===== src/rtl/alu_seq.sv =====
// alu_seq -- handshaked execute-stage ALU with registered result and branch
// decision, Zba shifted-add (.uw) family, signed/unsigned compares and
// branches, and an optional iterative shift-add multiplier.
//
// Build option: define ALU_MUL_EN to include the MUL op (op 16), the MUL
// state, its step counter and the multiplier datapath. Without it op 16
// decodes as ADD, busy is tied low and every op completes in one cycle.
//
// Parameters:
//   XLEN      datapath width, 32 or 64
//   MUL_STEP  multiplier bits retired per cycle, 1/2/4 (only with ALU_MUL_EN)
//
// Ports:
//   clk           clock, all state updates on rising edge
//   reset         synchronous active-high reset
//   in_valid      operation presented
//   in_ready      block can accept this cycle
//   src_a/src_b   operands (base / index-addend)
//   op            operation select
//   funct3        branch condition select
//   branch        evaluate branch condition
//   out_valid     output register holds an untaken result
//   out_ready     consumer takes the result
//   result        registered result
//   branch_taken  registered branch decision
//   busy          multi-cycle op in progress
module alu_seq #(
  parameter int XLEN     = 64,
  parameter int MUL_STEP = 1
) (
  input  logic            clk,
  input  logic            reset,
  input  logic            in_valid,
  output logic            in_ready,
  input  logic [XLEN-1:0] src_a,
  input  logic [XLEN-1:0] src_b,
  input  logic [4:0]      op,
  input  logic [2:0]      funct3,
  input  logic            branch,
  output logic            out_valid,
  input  logic            out_ready,
  output logic [XLEN-1:0] result,
  output logic            branch_taken,
  output logic            busy
);

  if (!(XLEN == 32 || XLEN == 64) ||
      !(MUL_STEP == 1 || MUL_STEP == 2 || MUL_STEP == 4) ||
      (XLEN % MUL_STEP) != 0) begin : g_bad_param
    $error("alu_seq: unsupported XLEN/MUL_STEP combination");
  end

  localparam logic [4:0] OP_ADD      = 5'd0;
  localparam logic [4:0] OP_SUB      = 5'd1;
  localparam logic [4:0] OP_AND      = 5'd2;
  localparam logic [4:0] OP_OR       = 5'd3;
  localparam logic [4:0] OP_SLT      = 5'd4;
  localparam logic [4:0] OP_XOR      = 5'd5;
  localparam logic [4:0] OP_SLTU     = 5'd6;
  localparam logic [4:0] OP_SH1ADD   = 5'd8;
  localparam logic [4:0] OP_SH2ADD   = 5'd9;
  localparam logic [4:0] OP_SH3ADD   = 5'd10;
  localparam logic [4:0] OP_ADD_UW   = 5'd11;
  localparam logic [4:0] OP_SH1ADD_UW = 5'd12;
  localparam logic [4:0] OP_SH2ADD_UW = 5'd13;
  localparam logic [4:0] OP_SH3ADD_UW = 5'd14;

  logic            accept;
  logic            drain;
  logic            is_mul;
  logic            take;
  logic            cond;
  logic [XLEN-1:0] b_uw;
  logic [XLEN-1:0] alu_res;

  assign drain    = out_valid && out_ready;
  assign in_ready = !busy && (!out_valid || out_ready);
  assign accept   = in_valid && in_ready;

  // Single-cycle datapath. Unlisted codes (and op 16 without the multiplier)
  // fall through to ADD.
  always_comb begin
    // NOTE: every combinational output gets a default first so no latch is inferred.
    b_uw       = '0;
    b_uw[31:0] = src_b[31:0];
    alu_res    = src_a + src_b;
    case (op)
      OP_SUB:       alu_res = src_a - src_b;
      OP_AND:       alu_res = src_a & src_b;
      OP_OR:        alu_res = src_a | src_b;
      OP_SLT:       alu_res = {{(XLEN-1){1'b0}}, $signed(src_a) < $signed(src_b)};
      OP_XOR:       alu_res = src_a ^ src_b;
      OP_SLTU:      alu_res = {{(XLEN-1){1'b0}}, src_a < src_b};
      OP_SH1ADD:    alu_res = src_a + (src_b << 1);
      OP_SH2ADD:    alu_res = src_a + (src_b << 2);
      OP_SH3ADD:    alu_res = src_a + (src_b << 3);
      OP_ADD_UW:    alu_res = src_a + b_uw;
      OP_SH1ADD_UW: alu_res = src_a + (b_uw << 1);
      OP_SH2ADD_UW: alu_res = src_a + (b_uw << 2);
      OP_SH3ADD_UW: alu_res = src_a + (b_uw << 3);
      default:      alu_res = src_a + src_b;
    endcase
  end

  // Branch condition; 010/011 are not conditions and yield not-taken.
  always_comb begin
    cond = 1'b0;
    case (funct3)
      3'b000:  cond = (src_a == src_b);
      3'b001:  cond = (src_a != src_b);
      3'b100:  cond = ($signed(src_a) <  $signed(src_b));
      3'b101:  cond = ($signed(src_a) >= $signed(src_b));
      3'b110:  cond = (src_a <  src_b);
      3'b111:  cond = (src_a >= src_b);
      default: cond = 1'b0;
    endcase
  end

  assign take = branch && cond && !is_mul;

`ifdef ALU_MUL_EN
  localparam int STEPS = XLEN / MUL_STEP;
  localparam int CW    = $clog2(STEPS);
  localparam logic [CW-1:0] LAST_STEP = CW'(STEPS - 1);

  localparam logic [0:0] S_IDLE = 1'b0;
  localparam logic [0:0] S_MUL  = 1'b1;

  logic [0:0]      state;
  logic [CW-1:0]   step_cnt;
  logic [XLEN-1:0] mcand;
  logic [XLEN-1:0] mplier;
  logic [XLEN-1:0] acc;
  logic [XLEN-1:0] step_sum;
  logic [XLEN-1:0] acc_next;
  logic            mul_done;

  assign is_mul   = (op == 5'd16);
  assign busy     = (state == S_MUL);
  assign mul_done = busy && (step_cnt == LAST_STEP);

  // Partial product for the MUL_STEP low multiplier bits. The multiplicand
  // is pre-shifted each step, so bit i here carries weight 2^i.
  always_comb begin
    step_sum = '0;
    for (int i = 0; i < MUL_STEP; i++) begin
      if (mplier[i]) step_sum = step_sum + (mcand << i);
    end
  end

  assign acc_next = acc + step_sum;

  always_ff @(posedge clk) begin
    // NOTE: reset is synchronous, so it lives inside the clocked branch and the
    // sensitivity list carries only the clock.
    if (reset) begin
      state    <= S_IDLE;
      step_cnt <= '0;
      mcand    <= '0;
      mplier   <= '0;
      acc      <= '0;
    end else if (state == S_IDLE) begin
      if (accept && is_mul) begin
        state    <= S_MUL;
        step_cnt <= '0;
        mcand    <= src_a;
        mplier   <= src_b;
        acc      <= '0;
      end
    end else begin
      mcand    <= mcand << MUL_STEP;
      mplier   <= mplier >> MUL_STEP;
      acc      <= acc_next;
      step_cnt <= step_cnt + 1'b1;
      if (mul_done) state <= S_IDLE;
    end
  end
`else
  assign is_mul = 1'b0;
  assign busy   = 1'b0;
`endif

  // Output register. A drain clears out_valid, but a same-cycle load below
  // overrides it so accept-and-drain keeps out_valid high with the new value.
  // A MUL accept only clears it: the product arrives later on mul_done, which
  // can never coincide with an accept because in_ready is low while busy.
  always_ff @(posedge clk) begin
    if (reset) begin
      out_valid    <= 1'b0;
      result       <= '0;
      branch_taken <= 1'b0;
    end else begin
      // NOTE: non-blocking assignments: the later assignment in this block wins,
      // which is what makes the load override the drain.
      if (drain) out_valid <= 1'b0;
      if (accept && !is_mul) begin
        result       <= alu_res;
        branch_taken <= take;
        out_valid    <= 1'b1;
      end
`ifdef ALU_MUL_EN
      if (mul_done) begin
        result       <= acc_next;
        branch_taken <= 1'b0;
        out_valid    <= 1'b1;
      end
`endif
    end
  end

endmodule


===== config.mk =====
export PLATFORM = sky130hd
export DESIGN_NAME = alu_seq
export DESIGN_NICKNAME = d
export VERILOG_FILES = /design/src/rtl/alu_seq.sv
export SDC_FILE = /design/constraint.sdc
export NUM_CORES = 1
export LEC_CHECK = 0
export CAP_MARGIN = 10
export CELL_PAD_IN_SITES_DETAIL_PLACEMENT = 1
export CELL_PAD_IN_SITES_GLOBAL_PLACEMENT = 1
export CORE_MARGIN = 3
export CORE_UTILIZATION = 45
export CTS_BUF_LIST = sky130_fd_sc_hd__clkbuf_2
export DETAILED_ROUTE_END_ITERATION = 12
export HOLD_SLACK_MARGIN = 0.12
export PLACE_DENSITY_LB_ADDON = 0.1
export SYNTH_ARGS = -nofsm -noshare
export SYNTH_HDL_FRONTEND = slang
export SYNTH_SLANG_ARGS = --single-unit
export TNS_END_PERCENT = 30

===== constraint.sdc =====
create_clock -name clk -period 6.6 [get_ports clk]
set_input_delay 1.32 -clock clk [delete_from_list [all_inputs] [get_ports clk]]
set_output_delay 1.32 -clock clk [all_outputs]
set_load 0.01 [all_outputs]

[Word level (Yosys, flattened, before mapping)]
Index checks and enable logic that the tools add are counted.
Storage, ports and cells
  memories kept: 0
  bits in read-only memories: 0
  memory bits (writable): 0
  word-level logic and storage cells: 50
  register bits after elaboration: 66
  output and inout port bits: 68
  latch bits: 0
  bits of input ports: 141
Operators by class
  reductions and logical operators: 7
  equal/unequal tests: 20
  bitwise gates (word level): 3
  divide/modulo/power cells: 0
  multipliers: 0
  magnitude comparators: 4
  $add $sub $neg: 9
  shift-type cells: 0
  mux-type cells: 4
Operator list (number)
  64-bit case mux with 13 select lines: 1
  64-bit adder: 4
  64-bit greater-or-equal comparator: 2
  64-bit less-than comparator: 2
  64-bit by 32-bit adder with 64-bit output: 1
  64-bit by 33-bit adder with 64-bit output: 1
  64-bit by 34-bit adder with 64-bit output: 1
  64-bit by 35-bit adder with 64-bit output: 1
  64-bit AND: 1
  64-bit == test: 1
  64-bit != test: 1
  64-bit OR: 1
  64-bit subtractor: 1
  64-bit bitwise XOR: 1
  5-bit by 4-bit == test with 1-bit output, second input constant: 7
  5-bit by 3-bit == test with 1-bit output, second input constant: 3
  3-bit == test, second input constant: 4
  5-bit by 2-bit == test with 1-bit output, second input constant: 2
  1-bit case mux with 6 select lines: 1
  5-bit by 1-bit == test with 1-bit output, second input constant: 1
  3-bit by 1-bit == test with 1-bit output, second input constant: 1
  1-bit logical AND: 3
  3-bit zero test: 1
  1-bit two-way mux: 2
  other kinds (3): 3

[Logic depth before layout (Yosys ltp)]
  depth after elaboration: 4
  mapped depth: 21
  mapped depth without buffers: 16

[Worst setup path after synthesis]
No wires, ideal clock.
  path kind: input to register
  start: input port op[3]
  end: register result[51]
  slack: 971 ps
  setup time: 138 ps
  stages on the path: 21
  data required time: 6462 ps
  arrival: 5491 ps
  buffers on the path: 5
  cells stage by stage: clkbuf_1 -> nand2b_1 -> nor2_1 -> and2_1 -> clkbuf_1 -> clkbuf_1 -> buf_1 -> a21oi_1 -> ha_1 -> clkbuf_1 -> a211oi_1 -> nor2_1 -> or4_1 -> a22oi_1 -> a211oi_1 -> nor3b_1 -> o21a_1 -> o21ai_0 -> xor2_1 -> a221oi_1 -> a41oi_1
Between the ends
  longest elaborated chain between the ends: 2
  elaborated cells between the ends (all ways): 14
  classes of those cells: eq/ne: 13; mux: 1
RTL lines
  start, declared: line 37  | input logic [4:0] op,
  5-bit by 4-bit == test with 1-bit output, or another cell as far along: line 87  | case (op)
  64-bit case mux with 13 select lines (*): line 87
  end signal, assigned: line 197  | result <= alu_res;
  end, declared: line 42  | output logic [XLEN-1:0] result,
Mark *: on every way between the ends. The rest lies on a longest branch, timed or not.
A chain may end at the register's enable or synchronous reset.

[Final worst setup path]
  start: input port src_a[2]
  end: register result[59]
Between the ends
  longest elaborated chain between the ends: 2
  elaborated cells between the ends (all ways): 10
  classes of those cells: add/sub: 9; mux: 1
RTL lines
  start, declared: line 35  | input logic [XLEN-1:0] src_a,
  64-bit adder, or another cell as far along: line 101  | default: alu_res = src_a + src_b;
  64-bit case mux with 13 select lines (*): line 87
Marked as above.

==> reports/metrics.yaml <==
status: "complete, no violations"
port_buffers: 207
worstSetupStartpointType: "input pin"
synthFlopType: "dfxtp_1"
ir_drop_mv: 0.09222
synth_edf_count: 0
first_global_vias: 32014
design.die.area_sq_um: 61390
synth_top_cell_by_area: "ha_1"
synth-simple-area-share_pct: 21.50
pwr-share-comb_pct: 80.2
grt_busiest_layer: "met2"
cpLargestDelayFamily: "compound AO/OA/AOI/OAI gates"
fmax_mhz: 181.6
crit_chain: "clkdlybuf4s50_1 > inv_1 > ha_1 > o21ai_0 > o21ai_0 > nand3_1 > and3_1 > o211a_1 > o31ai_1 > a21oi_1 > o21ai_0 > xnor2_1 > nand2_1 > a311oi_1"
setup_tns_ns: 0
syn_area_per_cell_sq_um: 6.747
cp-end-kind: "flip-flop"
clkTransAtPathRegs_ns: 0.25
cp_num_cells: 14
netlist_instances: 3899
antenna_found_initial: 5
cp.arrival_ns: 6.27
die_x_um: 247.8
hold_viol_final: 0
drive_above_1_share_pct: 5.733
worst_slew_pin_slew_ns: 1.217
final_antenna_net_count: 0
area_growth_syn_to_layout_pct: 12.34
cpMaxStageDelayCell: "o31ai_1"
reg2reg_from: "out_valid$_SDFFE_PP0P_"
rr_endpoint: "result[19]$_SDFFE_PP0P_"
cts_tree: "built"
synthesis.nets: 4451
gp_congestion: 1.070
leakagePower_nw: 12.65
critical_path_required_ns: 7.36
synth_compound_area_share_pct: 38.49
grt_use_total_pct: 45.03
setup_violations: 0
final_max_slew_viol_count: 0
grtUsageMet1_pct: 58.40
dp_hpwl_um: 113800
crit_path_max_fanout: 10
final_nets: 4560
syn_area_sq_um: 26310
core_sq_um: 57150
boundaryPins: 209
yosys_warnings: 0
htreeDepth: 3
final_design_area_no_fill_sq_um: 29550
holdWs_ns: 0.5158
fin_util_pct: 51.71
synth_top_family_by_area: "compound AO/OA/AOI/OAI gates"
sw_frac_of_total_pct: 58.70
grt-ovfl-total: 0
synth_cell_types: 101
hold_buffers: 0
synthXorXnorAreaFrac_pct: 7.591
crit_type: "in -> reg"
cts_setup_buffers: 0
post_dp_cell_area_sq_um: 29470
worstHoldPathType: "reg -> reg"
clk_path_buf_depth: 2
reg2reg_depth: 9
crit_top_cell: "o21ai_0"
core.rowCount: 87
post-route-period-util_pct: 83.45
grt_start_max_net_pins: 107
grt_first_pass_wirelength_um: 208900
synth_fa_ha_area_share_pct: 19.69
slew_headroom_pct: 18.85
drt_iter0_markers: 3668
finalWirelength_um: 143400
setup.worst_path.start: "src_a[2]"
viasPerCell: 6.979
grt_setup_unrepaired: "false"
clock_latency_ns: 0.87
fill_cells: 7602
endpoint: "result[59]$_SDFFE_PP0P_"
p_switching_mw: 2.278
cts_resized: 0
cts_sinks: 66
min_period_ns: 5.508
sequentialPowerShare_pct: 12.2
cts-root-buf: "clkbuf_2"
path_buf_inv: 2
ys_async_sr_fraction_pct: 0
wl_per_cell_um: 30.04
die_y_um: 247.8
drt-pass1-iter-count: 7
synth-seq-cells: 66
cts_made_buffers: 9
p_int_mw: 1.602
vias: 33310
powerDensity_nw_per_um2: 131.3
drc_errors: 0
ys_seq_area_share_pct: 5.023
max_cap_violations: 0
start_util_pct: 46.03
synth_top_area_share_pct: 19.31
pwr-share-clk_pct: 7.6
ys_top_cells_by_area: "ha_1, a21oi_1, xnor2_1"
reg2reg_slack_ns: 3.79
synth_mux_area_share_pct: 0.6564
grt_use_met2_pct: 68.72
slowest_delay_ns: 0.96
finClkSkew_ns: 0.04175
grt_util_met3_pct: 9.108
cells in the mapped netlist, types with 38 or more instances:
library cell  number
dfxtp_1           66
nor4_1            38
nand4_1           88
xor2_1            71
a211oi_1          77
inv_1            236
a221oi_1          56
and2_1            53
a21o_1           142
a31oi_1           57
o21bai_1          64
ha_1             406
xnor2_1          157
o21ai_0          245
nand2_1          297
a21oi_1          472
clkbuf_1         210
nor2b_1           40
nor3_1            82
nor2_1           309
nand3_1           87
o211ai_1          52
worst min path at each step:
stage                                 start                 endpoint  slack (ns)  cells past startpoint
global placement     result[4]$_SDFFE_PP0P_   result[4]$_SDFFE_PP0P_        0.47                      2
detailed placement   result[9]$_SDFFE_PP0P_   result[9]$_SDFFE_PP0P_        0.49                      2
finish               result[9]$_SDFFE_PP0P_   result[9]$_SDFFE_PP0P_        0.52                      2
global route         result[9]$_SDFFE_PP0P_   result[9]$_SDFFE_PP0P_        0.53                      2
floorplan           result[13]$_SDFFE_PP0P_  result[13]$_SDFFE_PP0P_        0.48                      2
CTS                  result[9]$_SDFFE_PP0P_   result[9]$_SDFFE_PP0P_        0.52                      2
metrics by stage:
stage                     cells  power (mW)  worst slack, ns
after detailed placement   4753       3.450           0.4040
after global routing       4772       4.072           0.8100
after floorplan            3899       2.324           0.9711
final                      4773       3.880            1.092
after CTS                  4768       3.762            1.299
after global placement     4753       3.416           0.5291
metal layers:
| layer | routed length (um) | share of wire, % | vias up |
|---|---|---|---|
| met5 | 27 | 0.019 | - |
| met4 | 10450 | 7.3 | 4 |
| met3 | 13960 | 9.7 | 485 |
| met2 | 60260 | 42 | 1897 |
| met1 | 58700 | 41 | 16170 |
| li1 | - | - | 14754 |
cell families (layout without fill, tap and decap cells):
kind of cell | count (synthesis) | in the layout
AO/OA/AOI/OAI | 1536 | 1536
XOR/XNOR | 228 | 228
adder cells (fa/ha/maj) | 411 | 411
buffers and inverters | 481 | 594
flip-flops | 66 | 66
multiplexers | 17 | 17
other | 1 | 6
AND/OR/NAND/NOR | 1159 | 1159
worst reg2reg max path: cells and delay by family, from the launching register on:
kind               cells  cell delay (ns)
AOI/OAI and AO/OA      6             1.34
and+or+nand+nor        3             0.99
DFF                    1             0.38
power groups by stage:
stage	Combinational, mW	Clock [mW]	Sequential (mW)
2_1_floorplan	1.84	0	0.487
6_report	3.11	0.295	0.474
4_1_cts	2.99	0.299	0.473
3_3_place_gp	2.94	0	0.480
5_1_grt	3.29	0.310	0.477
3_5_place_dp	2.97	0	0.480
cells in the final DEF (no fill, tap or decap), types with 12 or more instances in the layout:
master / n
xnor2_1: 157
nand3_1: 87
nor4_1: 38
a21o_1: 142
dfxtp_1: 66
or2_2: 18
or3_1: 22
a311oi_1: 35
o2111ai_1: 19
inv_1: 236
a211oi_1: 77
mux2i_1: 15
ha_1: 406
o21ai_0: 245
a31oi_1: 57
nor2_1: 309
o221ai_1: 22
nor3_1: 78
nor2b_1: 40
o211ai_1: 52
and3_1: 34
nand4_1: 88
a2111oi_0: 19
o31ai_1: 34
o22ai_1: 28
xor2_1: 71
a22oi_1: 35
a21oi_1: 472
nand2_1: 297
a221oi_1: 56
clkdlybuf4s50_1: 205
buf_4: 132
nor3b_1: 12
o21bai_1: 64
o21a_1: 33
nand2b_1: 33
and2_1: 51
final cells by class:
class                   count  area, sq um  area share [%]
multi-input cells        3352        23170           78.39
repair buffers            343         3148           10.65
flip-flops and latches     66         1321           4.471
well taps                 756        945.9           3.201
inverters                 236        885.9           2.998
clock buffers              10        50.05          0.1694
clock inverters             5        22.52         0.07621
diodes                      5        12.51         0.04234
flip-flops by register name, summed over array words and instances, names as in the netlist:
| register | cells |
|---|---|
| out_valid | 1 |
| branch_taken | 1 |
| result | 64 |
No activity file was read; power rests on OpenSTA's default activity.
